**src/rtl/alu_ctrl_pkg.sv**
```systemverilog
// Shared constants for the ALU control / mul-div block: ALUCtrl codes,
// main-decoder ALUOp classes, R-type funct values and the FSM state type.
package alu_ctrl_pkg;

  localparam int unsigned FUNCT_W = 6;
  localparam int unsigned ALUOP_W = 3;
  localparam int unsigned CTRL_W  = 4;
  localparam int unsigned MD_OP_W = 2;

  // ALUCtrl operation codes
  localparam logic [CTRL_W-1:0] ALU_AND  = 4'b0000;
  localparam logic [CTRL_W-1:0] ALU_OR   = 4'b0001;
  localparam logic [CTRL_W-1:0] ALU_ADD  = 4'b0010;
  localparam logic [CTRL_W-1:0] ALU_C4   = 4'b0011;
  localparam logic [CTRL_W-1:0] ALU_SLT  = 4'b0100;
  localparam logic [CTRL_W-1:0] ALU_SUB  = 4'b0110;
  localparam logic [CTRL_W-1:0] ALU_C1   = 4'b0111;
  localparam logic [CTRL_W-1:0] ALU_SRA  = 4'b1000;
  localparam logic [CTRL_W-1:0] ALU_SRAV = 4'b1001;
  localparam logic [CTRL_W-1:0] ALU_C2   = 4'b1010;
  localparam logic [CTRL_W-1:0] ALU_C6   = 4'b1011;
  localparam logic [CTRL_W-1:0] ALU_NONE = 4'b1111;

  // Main-decoder ALUOp classes
  localparam logic [ALUOP_W-1:0] ALUOP_RTYPE = 3'd0;
  localparam logic [ALUOP_W-1:0] ALUOP_C1    = 3'd1;
  localparam logic [ALUOP_W-1:0] ALUOP_C2    = 3'd2;
  localparam logic [ALUOP_W-1:0] ALUOP_C3    = 3'd3;
  localparam logic [ALUOP_W-1:0] ALUOP_C4    = 3'd4;
  localparam logic [ALUOP_W-1:0] ALUOP_C5    = 3'd5;
  localparam logic [ALUOP_W-1:0] ALUOP_C6    = 3'd6;

  // R-type funct values
  localparam logic [FUNCT_W-1:0] F_SRA   = 6'd3;
  localparam logic [FUNCT_W-1:0] F_SRAV  = 6'd7;
  localparam logic [FUNCT_W-1:0] F_MFHI  = 6'd16;
  localparam logic [FUNCT_W-1:0] F_MFLO  = 6'd18;
  localparam logic [FUNCT_W-1:0] F_MULT  = 6'd24;
  localparam logic [FUNCT_W-1:0] F_MULTU = 6'd25;
  localparam logic [FUNCT_W-1:0] F_DIV   = 6'd26;
  localparam logic [FUNCT_W-1:0] F_DIVU  = 6'd27;
  localparam logic [FUNCT_W-1:0] F_ADD   = 6'd32;
  localparam logic [FUNCT_W-1:0] F_ADDU  = 6'd33;
  localparam logic [FUNCT_W-1:0] F_SUB   = 6'd34;
  localparam logic [FUNCT_W-1:0] F_SUBU  = 6'd35;
  localparam logic [FUNCT_W-1:0] F_AND   = 6'd36;
  localparam logic [FUNCT_W-1:0] F_OR    = 6'd37;
  localparam logic [FUNCT_W-1:0] F_XOR   = 6'd38;
  localparam logic [FUNCT_W-1:0] F_NOR   = 6'd39;
  localparam logic [FUNCT_W-1:0] F_SLT   = 6'd42;

  typedef enum logic [1:0] {
    ST_IDLE = 2'd0,
    ST_BUSY = 2'd1,
    ST_FIX  = 2'd2
  } state_t;

endpackage

```
**src/rtl/muldiv_iter.sv**
```systemverilog
// Iterative one-bit-per-cycle multiply/divide engine.
// Ports: clk, rst_n (async active-low), start (latch operands), op
// ({div, unsigned}), src1/src2 operands; done_c is high in the last
// iteration cycle, hi_c/lo_c carry the sign-corrected result once done.
module muldiv_iter
  import alu_ctrl_pkg::*;
#(
  parameter int unsigned DATA_W = 32
) (
  input  logic               clk,
  input  logic               rst_n,
  input  logic               start,
  input  logic [MD_OP_W-1:0] op,
  input  logic [DATA_W-1:0]  src1,
  input  logic [DATA_W-1:0]  src2,
  output logic               done_c,
  output logic [DATA_W-1:0]  hi_c,
  output logic [DATA_W-1:0]  lo_c
);

  localparam int unsigned CNT_W = $clog2(DATA_W);

  logic              run;
  logic [CNT_W-1:0]  cnt;
  logic              is_div;
  logic              neg_res;   // negate product / quotient
  logic              neg_rem;   // negate remainder (dividend sign)
  logic              div0;
  logic [DATA_W-1:0] dvd_raw;
  logic [DATA_W-1:0] b_q;
  logic [DATA_W-1:0] hi_q;
  logic [DATA_W-1:0] lo_q;

  logic              s1n, s2n;
  logic [DATA_W-1:0] mag1, mag2;
  logic [DATA_W:0]   msum, dshift, ddiff;
  logic [2*DATA_W-1:0] prod;

  // Operand magnitudes, one iteration step, and final sign correction
  always_comb begin
    s1n    = ~op[0] & src1[DATA_W-1];
    s2n    = ~op[0] & src2[DATA_W-1];
    mag1   = s1n ? -src1 : src1;
    mag2   = s2n ? -src2 : src2;
    msum   = {1'b0, hi_q} + (lo_q[0] ? {1'b0, b_q} : (DATA_W+1)'(0));
    dshift = {hi_q, lo_q[DATA_W-1]};
    ddiff  = dshift - {1'b0, b_q};
    prod   = neg_res ? -{hi_q, lo_q} : {hi_q, lo_q};
    hi_c   = prod[2*DATA_W-1:DATA_W];
    lo_c   = prod[DATA_W-1:0];
    if (is_div) begin
      if (div0) begin
        hi_c = dvd_raw;
        lo_c = '1;
      end else begin
        hi_c = neg_rem ? -hi_q : hi_q;
        lo_c = neg_res ? -lo_q : lo_q;
      end
    end
    done_c = run & (cnt == CNT_W'(DATA_W - 1));
  end

  // Operand latch and shift-add / restoring-divide iteration
  always_ff @(posedge clk or negedge rst_n) begin
    if (!rst_n) begin
      run     <= 1'b0;
      cnt     <= '0;
      is_div  <= 1'b0;
      neg_res <= 1'b0;
      neg_rem <= 1'b0;
      div0    <= 1'b0;
      dvd_raw <= '0;
      b_q     <= '0;
      hi_q    <= '0;
      lo_q    <= '0;
    end else if (start) begin
      run     <= 1'b1;
      cnt     <= '0;
      is_div  <= op[1];
      neg_res <= s1n ^ s2n;
      neg_rem <= s1n;
      div0    <= (src2 == '0);
      dvd_raw <= src1;
      b_q     <= mag2;
      hi_q    <= '0;
      lo_q    <= mag1;
    end else if (run) begin
      cnt <= cnt + CNT_W'(1);
      if (done_c) run <= 1'b0;
      if (is_div) begin
        // borrow out of the trial subtraction means restore
        if (!ddiff[DATA_W]) begin
          hi_q <= ddiff[DATA_W-1:0];
          lo_q <= {lo_q[DATA_W-2:0], 1'b1};
        end else begin
          hi_q <= dshift[DATA_W-1:0];
          lo_q <= {lo_q[DATA_W-2:0], 1'b0};
        end
      end else begin
        {hi_q, lo_q} <= {msum, lo_q[DATA_W-1:1]};
      end
    end
  end

endmodule

```
**src/rtl/alu_ctrl_mc.sv**
```systemverilog
// ALU control decoder with multi-cycle mult/div unit and HI/LO registers.
// Ports: clk_i, rst_i (async active-low), funct_i, ALUOp_i, valid_i,
// src1_i/src2_i operands; ALUCtrl_o, shamt_select_o, illegal_o (decode),
// stall_o (pipeline hold), hilo_o/hilo_sel_o (mfhi/mflo writeback).
module alu_ctrl_mc
  import alu_ctrl_pkg::*;
#(
  parameter int unsigned DATA_W    = 32,
  parameter int unsigned MULDIV_EN = 1
) (
  input  logic               clk_i,
  input  logic               rst_i,
  input  logic [FUNCT_W-1:0] funct_i,
  input  logic [ALUOP_W-1:0] ALUOp_i,
  input  logic               valid_i,
  input  logic [DATA_W-1:0]  src1_i,
  input  logic [DATA_W-1:0]  src2_i,
  output logic [CTRL_W-1:0]  ALUCtrl_o,
  output logic               shamt_select_o,
  output logic               stall_o,
  output logic [DATA_W-1:0]  hilo_o,
  output logic               hilo_sel_o,
  output logic               illegal_o
);

  localparam logic MD_EN = (MULDIV_EN != 0);

  state_t            state;
  logic [DATA_W-1:0] hi_q, lo_q;
  logic              just_done;   // blocks restart by the held instruction
  logic              bad;
  logic              is_start_c, is_mfhilo_c, start_c;
  logic              eng_done;
  logic [DATA_W-1:0] eng_hi, eng_lo;

  // ALU operation decode
  always_comb begin
    ALUCtrl_o      = ALU_NONE;
    shamt_select_o = 1'b0;
    bad            = 1'b1;
    case (ALUOp_i)
      ALUOP_RTYPE: begin
        case (funct_i)
          F_SRA:  begin ALUCtrl_o = ALU_SRA;  bad = 1'b0; shamt_select_o = 1'b1; end
          F_SRAV: begin ALUCtrl_o = ALU_SRAV; bad = 1'b0; end
          F_ADD:  begin ALUCtrl_o = ALU_ADD;  bad = 1'b0; end
          F_SUB:  begin ALUCtrl_o = ALU_SUB;  bad = 1'b0; end
          F_AND:  begin ALUCtrl_o = ALU_AND;  bad = 1'b0; end
          F_OR:   begin ALUCtrl_o = ALU_OR;   bad = 1'b0; end
          F_SLT:  begin ALUCtrl_o = ALU_SLT;  bad = 1'b0; end
          F_MFHI, F_MFLO, F_MULT, F_MULTU, F_DIV, F_DIVU: bad = ~MD_EN;
          default: ;
        endcase
      end
      ALUOP_C1: begin ALUCtrl_o = ALU_C1;  bad = 1'b0; end
      ALUOP_C2: begin ALUCtrl_o = ALU_C2;  bad = 1'b0; end
      ALUOP_C3: begin ALUCtrl_o = ALU_ADD; bad = 1'b0; end
      ALUOP_C4: begin ALUCtrl_o = ALU_C4;  bad = 1'b0; end
      ALUOP_C5: begin ALUCtrl_o = ALU_OR;  bad = 1'b0; end
      ALUOP_C6: begin ALUCtrl_o = ALU_C6;  bad = 1'b0; end
      default: ;
    endcase
    illegal_o = valid_i & bad;
  end

  // Engine handshake, stall and HI/LO read path
  always_comb begin
    is_start_c  = MD_EN && (ALUOp_i == ALUOP_RTYPE) && (funct_i[5:2] == 4'b0110);
    is_mfhilo_c = MD_EN && (ALUOp_i == ALUOP_RTYPE) &&
                  ((funct_i == F_MFHI) || (funct_i == F_MFLO));
    start_c     = rst_i & valid_i & is_start_c & (state == ST_IDLE) & ~just_done;
    stall_o     = rst_i & valid_i & (start_c | (state != ST_IDLE));
    hilo_sel_o  = is_mfhilo_c & (state == ST_IDLE);
    hilo_o      = (funct_i == F_MFHI) ? hi_q : lo_q;
  end

  generate
    if (MULDIV_EN != 0) begin : g_md
      muldiv_iter #(.DATA_W(DATA_W)) u_md (
        .clk    (clk_i),
        .rst_n  (rst_i),
        .start  (start_c),
        .op     (funct_i[MD_OP_W-1:0]),
        .src1   (src1_i),
        .src2   (src2_i),
        .done_c (eng_done),
        .hi_c   (eng_hi),
        .lo_c   (eng_lo)
      );
    end else begin : g_no_md
      assign eng_done = 1'b0;
      assign eng_hi   = '0;
      assign eng_lo   = '0;
    end
  endgenerate

  // Control FSM and HI/LO registers
  always_ff @(posedge clk_i or negedge rst_i) begin
    if (!rst_i) begin
      state     <= ST_IDLE;
      hi_q      <= '0;
      lo_q      <= '0;
      just_done <= 1'b0;
    end else begin
      just_done <= (state == ST_FIX);
      case (state)
        ST_IDLE: if (start_c) state <= ST_BUSY;
        ST_BUSY: if (eng_done) state <= ST_FIX;
        ST_FIX: begin
          hi_q  <= eng_hi;
          lo_q  <= eng_lo;
          state <= ST_IDLE;
        end
        default: state <= ST_IDLE;
      endcase
    end
  end

endmodule

```
**config.mk**
```make
export PLATFORM = sky130hd
export DESIGN_NAME = alu_ctrl_mc
export DESIGN_NICKNAME = d
export VERILOG_FILES = /design/src/rtl/alu_ctrl_pkg.sv /design/src/rtl/muldiv_iter.sv /design/src/rtl/alu_ctrl_mc.sv
export SDC_FILE = /design/constraint.sdc
export NUM_CORES = 1
export LEC_CHECK = 0
export BUFFER_PORTS_ARGS = -buffer_cell sky130_fd_sc_hd__buf_2
export CAP_MARGIN = 10
export CORE_ASPECT_RATIO = 0.75
export CORE_MARGIN = 10
export CORE_UTILIZATION = 40
export DETAILED_ROUTE_END_ITERATION = 8
export HOLD_SLACK_MARGIN = 0.02
export SLEW_MARGIN = 40
export SYNTH_ARGS = -nofsm -noshare
export SYNTH_HDL_FRONTEND = slang
export SYNTH_SLANG_ARGS = --single-unit
export TNS_END_PERCENT = 100
```
**constraint.sdc**
```tcl
create_clock -name clk_i -period 4.22 [get_ports clk_i]
set_clock_uncertainty 0.05 [all_clocks]
set_input_delay 0.844 -clock clk_i [delete_from_list [all_inputs] [get_ports clk_i]]
set_output_delay 0.844 -clock clk_i [all_outputs]
set_load 0.02 [all_outputs]
```
After elaboration in Yosys (flattened, before gate mapping)

Cells that the tools add are included.

Bits in registers: 205
Output and inout port bits: 40

$add $sub $neg: 8
Eq/ne operators: 25
Muxes and demuxes: 33
Bitwise operators: 14
Reductions and logical operators: 11

Operators by type and width:

| kind                                                            | number |
|---|---|
| 32-bit 2-to-1 mux                                               | 17 |
| 32-bit negator                                                  | 4 |
| 64-bit 2-to-1 mux                                               | 1 |
| 64-bit negator                                                  | 1 |
| 4-bit one-hot mux with 7 select lines                           | 2 |
| 6-bit by 5-bit == test with 1-bit output, second input constant | 6 |
| 32-bit by 33-bit adder with 33-bit output                       | 1 |
| 33-bit by 32-bit subtractor with 33-bit output                  | 1 |
| 32-bit zero test                                                | 1 |
| 6-bit == test, second input constant                            | 5 |
| 13-bit OR reduction                                             | 1 |
| 1-bit AND                                                       | 10 |
| 5-bit 2-to-1 mux                                                | 2 |
| 3-bit == test, second input constant                            | 3 |
| 1-bit 2-to-1 mux                                                | 7 |
| 3-bit by 2-bit == test with 1-bit output, second input constant | 2 |
| 6-bit by 2-bit == test with 1-bit output, second input constant | 1 |
| 6-bit by 3-bit == test with 1-bit output, second input constant | 1 |
| 6-bit OR reduction                                              | 1 |
| 5-bit by 1-bit adder with 5-bit output, second input constant   | 1 |
| 5-bit == test, second input constant                            | 1 |
| 4-bit by 3-bit == test with 1-bit output, second input constant | 1 |
| 2-bit 2-to-1 mux                                                | 2 |
| 2-bit one-hot mux with 2 select lines                           | 1 |
| 15 further kinds                                                | 18 |

Longest topological paths before layout

Depth in word-level cells: 7
Mapped depth: 14
Mapped depth without buffers: 13

Modules after synthesis

A second synthesis with hierarchy kept.

Cell total of the unflattened synthesis: 2053
Area, all modules: 17285.3 µm²

Modules (own cells, without submodules):

| module      | instances | cells an instance | area an instance (µm²) | seq. area each (µm²) |
|---|---|---|---|---|
| muldiv_iter | 1         | 1828              | 14003.4                | 3453.3 |
| alu_ctrl_mc | 1         | 225               | 3281.9                 | 1676.6 |

Least setup slack after synthesis

No wires, ideal clock.

Path type: input port to output port
Start point: input port ALUOp_i[2]
End point: output port stall_o
Arrival time: 2.765 ns
Required time: 3.326 ns
Setup slack: 0.561 ns
Stages: 8
Buffers on the path: 4
Cells stage by stage: nor3_1 nand2_1 or4_1 clkbuf_1 clkbuf_1 clkbuf_1 clkbuf_1 a21oi_1

Word-level cells in the longest chain between the ends: 7

RTL lines:

| item                   | line              | text |
|---|---|---|
| start: declaration     | alu_ctrl_mc.sv:14 | `input logic [ALUOP_W-1:0] ALUOp_i,` |
| 3-bit zero test        | alu_ctrl_mc.sv:68 | `is_start_c = MD_EN && (ALUOp_i == ALUOP_RTYPE) && (funct_i[5:2] == 4'b0110);` |
| 1-bit logical AND      | alu_ctrl_mc.sv:68 |  |
| 1-bit AND (3 in a row) | alu_ctrl_mc.sv:71 | `start_c = rst_i & valid_i & is_start_c & (state == ST_IDLE) & ~just_done;` |
| 1-bit OR               | alu_ctrl_mc.sv:72 | `stall_o = rst_i & valid_i & (start_c \| (state != ST_IDLE));` |
| 1-bit AND              | alu_ctrl_mc.sv:72 |  |
| end: declaration       | alu_ctrl_mc.sv:20 | `output logic stall_o,` |

No other way between the ends.

Final worst setup path

Start point: register g_md.u_md.lo_q[0]
End point: register g_md.u_md.hi_q[26]

Word-level cells in the longest chain between the ends: 5

RTL lines:

| item                                      | line               | text |
|---|---|---|
| start: declaration                        | muldiv_iter.sv:32  | `logic [DATA_W-1:0] lo_q;` |
| start signal: assignment                  | muldiv_iter.sv:86  | `lo_q <= mag1;` |
| start signal: assignment                  | muldiv_iter.sv:94  | `lo_q <= {lo_q[DATA_W-2:0], 1'b1};` |
| start signal: assignment                  | muldiv_iter.sv:97  | `lo_q <= {lo_q[DATA_W-2:0], 1'b0};` |
| 32-bit 2-to-1 mux                         | muldiv_iter.sv:45  | `msum = {1'b0, hi_q} + (lo_q[0] ? {1'b0, b_q} : (DATA_W+1)'(0));` |
| 32-bit by 33-bit adder with 33-bit output | muldiv_iter.sv:45  |  |
| 32-bit 2-to-1 mux                         | muldiv_iter.sv:90  | `if (is_div) begin` |
| 32-bit 2-to-1 mux                         | muldiv_iter.sv:87  | `end else if (run) begin` |
| 32-bit 2-to-1 mux                         | muldiv_iter.sv:76  | `end else if (start) begin` |
| end signal: assignment                    | muldiv_iter.sv:93  | `hi_q <= ddiff[DATA_W-1:0];` |
| end signal: assignment                    | muldiv_iter.sv:96  | `hi_q <= dshift[DATA_W-1:0];` |
| end signal: assignment                    | muldiv_iter.sv:100 | `{hi_q, lo_q} <= {msum, lo_q[DATA_W-1:1]};` |
| end: declaration                          | muldiv_iter.sv:31  | `logic [DATA_W-1:0] hi_q;` |

No other way between the ends. The select of a mux whose other input is x is not followed.
A chain may end at the register's enable or synchronous reset.

==> metrics.txt <==
# TYPE chip_impl_metric gauge
chip_impl_metric{name="residual_drc_count",unit=""} 0
chip_impl_info{name="most_common_library_cells_after_synthesis",value="nand2_1 (315), dfrtp_1 (205), o21ai_0 (197)"} 1
chip_impl_info{name="yosys_most_used_dff",value="dfrtp_1"} 1
chip_impl_metric{name="regToRegSetupSlack",unit="ns"} 0.27
chip_impl_metric{name="floorplan.initialDensity",unit="%"} 40.9
chip_impl_metric{name="synthesis.instances",unit=""} 2127
chip_impl_metric{name="slew_headroom",unit="%"} 40.5
chip_impl_metric{name="cts_buffers",unit=""} 26
chip_impl_metric{name="number_of_endpoints_failing_setup_at_the_final_stage",unit=""} 0
chip_impl_metric{name="power_leakage",unit="nW"} 7.95
chip_impl_metric{name="insertion_delay",unit="ns"} 0.55
chip_impl_metric{name="die_width",unit="µm"} 257
chip_impl_metric{name="worst_voltage_drop_across_the_vdd_grid",unit="V"} 0.000314
chip_impl_metric{name="p_per_area",unit="nW/µm²"} 564
chip_impl_metric{name="floorplan.core_area",unit="µm²"} 41200
chip_impl_metric{name="timing.final.crit_period",unit="ns"} 3.95
chip_impl_metric{name="detailedPlace.worstSlack",unit="ns"} 0.315
chip_impl_metric{name="layout-area-overhead-vs-synth",unit="%"} 12.4
chip_impl_info{name="synth.top_cells.by_area",value="dfrtp_1 (30%), nand2_1 (7.0%), o21ai_0 (5.9%), xnor2_1 (5.4%), ha_1 (5.2%)"} 1
chip_impl_metric{name="synthesis.yosys.warnings",unit=""} 0
chip_impl_metric{name="post-route-period-util",unit="%"} 93.5
chip_impl_metric{name="post-dp-hpwl",unit="µm"} 44300
chip_impl_metric{name="antenna_violating_nets_post_route",unit=""} 0
chip_impl_metric{name="grt_antenna_before_repair",unit=""} 1
chip_impl_metric{name="met2_global_route_usage",unit="%"} 32.0
chip_impl_info{name="path_class",value="flop to flop"} 1
chip_impl_metric{name="critical_path_arrival",unit="ns"} 4.36
chip_impl_metric{name="routability_congestion_estimate_from_global_placement",unit=""} 0.971
chip_impl_metric{name="1st_pass_router_iterations",unit=""} 6
chip_impl_metric{name="grt_max_degree",unit=""} 128
chip_impl_metric{name="cts.sinks",unit=""} 205
chip_impl_metric{name="syn_area_per_cell",unit="µm²"} 7.91
chip_impl_info{name="reg2reg_to",value="g_md.u_md.hi_q[26]"} 1
chip_impl_metric{name="syn_nets",unit=""} 2275
chip_impl_metric{name="die_area",unit="µm²"} 50800
chip_impl_metric{name="first_pass_grt_wire_length",unit="µm"} 93200
chip_impl_metric{name="ys_async_sr_fraction",unit="%"} 100
chip_impl_metric{name="globalRouteMet3Util",unit="%"} 5.22
chip_impl_metric{name="fin_nets",unit=""} 2330
chip_impl_metric{name="final-max-slew-violation-count",unit=""} 0
chip_impl_metric{name="r2r.worst_path.cells",unit=""} 14
chip_impl_metric{name="global_route.overflow_total",unit=""} 0
chip_impl_metric{name="edff_count_synth",unit=""} 0
chip_impl_metric{name="register_area",unit="µm²"} 5140
chip_impl_info{name="clk_root_buffer_cell",value="clkbuf_16"} 1
chip_impl_metric{name="total_number_of_vias",unit=""} 16300
chip_impl_info{name="grt_busiest_layer",value="met1"} 1
chip_impl_metric{name="fp-row-count",unit=""} 64
chip_impl_metric{name="post_drt_via_cell_ratio",unit=""} 5.91
chip_impl_metric{name="synth.yosys.seq_area_share",unit="%"} 30.5
chip_impl_metric{name="worst_ep_required_time",unit="ns"} 4.63
chip_impl_metric{name="post_drt_wl_per_cell",unit="µm"} 21.7
chip_impl_metric{name="grt_use_met1",unit="%"} 34.4
chip_impl_metric{name="boundaryPins",unit=""} 116
chip_impl_metric{name="timing.critical_path.fanout_max",unit=""} 7
chip_impl_info{name="end_kind",value="flop"} 1
chip_impl_metric{name="die-height",unit="µm"} 198
chip_impl_metric{name="via_count_of_the_first_global_routing_pass",unit=""} 15500
chip_impl_metric{name="report.power.total",unit="mW"} 10.7
chip_impl_metric{name="netlist.area_leader.share",unit="%"} 30.5
chip_impl_info{name="post-synth-top-count-cell",value="nand2_1"} 1
chip_impl_metric{name="totalNegativeSetupSlack",unit="ns"} 0
chip_impl_info{name="result_of_the_run",value="finished clean"} 1
chip_impl_info{name="rsz0062_at_grt",value="no"} 1
chip_impl_metric{name="port_buffers",unit=""} 115
chip_impl_metric{name="finalWirelength",unit="µm"} 59800
chip_impl_metric{name="post_route_cells_drive_above_1_share",unit="%"} 12.7
chip_impl_metric{name="hold_viol",unit=""} 0
chip_impl_metric{name="diodes",unit=""} 0
chip_impl_metric{name="worst_setup_hold_path_clk_slew",unit="ns"} 0.06
chip_impl_metric{name="worst_hold_slack",unit="ns"} 0.362
chip_impl_metric{name="ys_seq_elements",unit=""} 205
chip_impl_metric{name="final.fill_count",unit=""} 4176
chip_impl_metric{name="tightestPinTransition",unit="ns"} 0.883
chip_impl_metric{name="drt_first_iter_violations",unit=""} 1663
chip_impl_metric{name="final_critical_path_setup_slack",unit="ns"} 0.273
chip_impl_metric{name="multi_input_comb_area",unit="µm²"} 10900
chip_impl_metric{name="final_util",unit="%"} 46.0
chip_impl_metric{name="fmax",unit="MHz"} 253
chip_impl_info{name="netlist.top_cell.by_area",value="dfrtp_1"} 1
chip_impl_metric{name="cts-root-to-sink-buffers",unit=""} 3
chip_impl_metric{name="syn-cell-area",unit="µm²"} 16800
chip_impl_metric{name="cts.htree.levels",unit=""} 1
chip_impl_metric{name="grt.total_usage",unit="%"} 22.8
chip_impl_info{name="crit-reg2reg-launch",value="g_md.u_md.lo_q[0]"} 1
chip_impl_metric{name="synth.distinct_cells",unit=""} 75
chip_impl_metric{name="maxCapViolations",unit=""} 0
chip_impl_info{name="path_class_of_the_lowest_slack_min_delay_path",value="input pin to async pin"} 1
chip_impl_info{name="tritoncts",value="built"} 1
chip_impl_info{name="setup.worst_path.start_class",value="flop"} 1
cells in the final DEF, fill, tap and decap left out, types with 45 or more instances in the layout:
cell,instances
ha_1,70
nor2_1,169
inv_1,69
dfrtp_1,201
nand2_1,315
o21ai_0,197
buf_4,45
a21o_1,45
buf_2,114
mux2i_1,73
xnor2_1,103
a21oi_1,151
xor2_1,97
kinds of logic (layout without fill, tap and decap cells):
family | count (synthesis) | in the layout | synth area share, %
AND/OR/NAND/NOR | 719 | 719 | 19.7
AO/OA/AOI/OAI | 614 | 614 | 22.6
buffers and inverters | 209 | 280 | 4.71
flip-flops | 205 | 205 | 30.5
XOR/XNOR | 200 | 200 | 10.4
multiplexers | 108 | 108 | 6.69
adder cells (fa/ha/maj) | 72 | 72 | 5.44
what timing repair did:
item	4_1_cts	5_1_grt
buffers inserted	0	0
endpoints found under the setup margin	0	6
resized for setup	0	2
hold buffers	0	0
routing by layer:
layer / part of all wire (%) / up-vias
met4: 2.2 / 2
li1: - / 7642
met2: 40 / 731
met5: 0.022 / -
met1: 48 / 7866
met3: 9.3 / 76
sequential cells by signal (all words and copies together) (netlist names), 2 cells and up:
| signal | flops |
|---|---|
| g_md.u_md.b_q | 32 |
| g_md.u_md.dvd_raw | 32 |
| g_md.u_md.hi_q | 32 |
| g_md.u_md.lo_q | 32 |
| hi_q | 32 |
| lo_q | 32 |
| g_md.u_md.cnt | 5 |
| state | 2 |
worst max-delay path by stage:
stage	slack, ns	end	cells after the start	start
3_5_place_dp	0.31	g_md.u_md.hi_q[30]	14	g_md.u_md.lo_q[0]
4_1_cts	0.31	g_md.u_md.hi_q[15]	12	g_md.u_md.hi_q[0]
5_1_grt	0.06	g_md.u_md.hi_q[30]	13	g_md.u_md.lo_q[0]
2_1_floorplan	0.56	stall_o	8	ALUOp_i[2]
3_3_place_gp	0.38	g_md.u_md.hi_q[30]	13	g_md.u_md.lo_q[0]
6_report	0.27	g_md.u_md.hi_q[26]	14	g_md.u_md.lo_q[0]
area by class of cell:
type                       count  share of cell area, %
clock buffer                  39                   4.18
sequential                   205                   27.2
inverter                      71                   1.41
clock inverter                 5                  0.529
multi-input combinational   1713                   57.8
tap                          561                   3.71
timing repair buffer         165                   5.22
power breakdown:
| group | internal (mW) | switching, mW | total, mW |
|---|---|---|---|
| Combinational | 2.17 | 3.13 | 5.31 |
| Clock | 1.46 | 0.907 | 2.37 |
| Sequential | 2.29 | 0.691 | 2.99 |
| Total | 5.93 | 4.73 | 10.7 |
worst max-delay path, cell delays in order, from the launching register on:
cell and delay, ns:
dfrtp_1 0.38, inv_1 0.21, buf_4 0.18, nor2_1 0.06
ha_1 0.37, nor3_1 0.06, or3_1 0.39, o21ai_0 0.37
a2111oi_1 0.16, buf_4 0.17, o21ai_0 0.70, a21boi_0 0.25
xnor2_1 0.21, nor2_1 0.07, a211oi_1 0.22
metrics by stage:
step,std cells,instance area [µm²]
floorplan,2127,16800
global placement,2715,18000
detailed placement,2715,18000
CTS,2759,18900
global route,2759,18900
finish,2759,18900
Note: power is estimated with default switching activity, not from simulation.
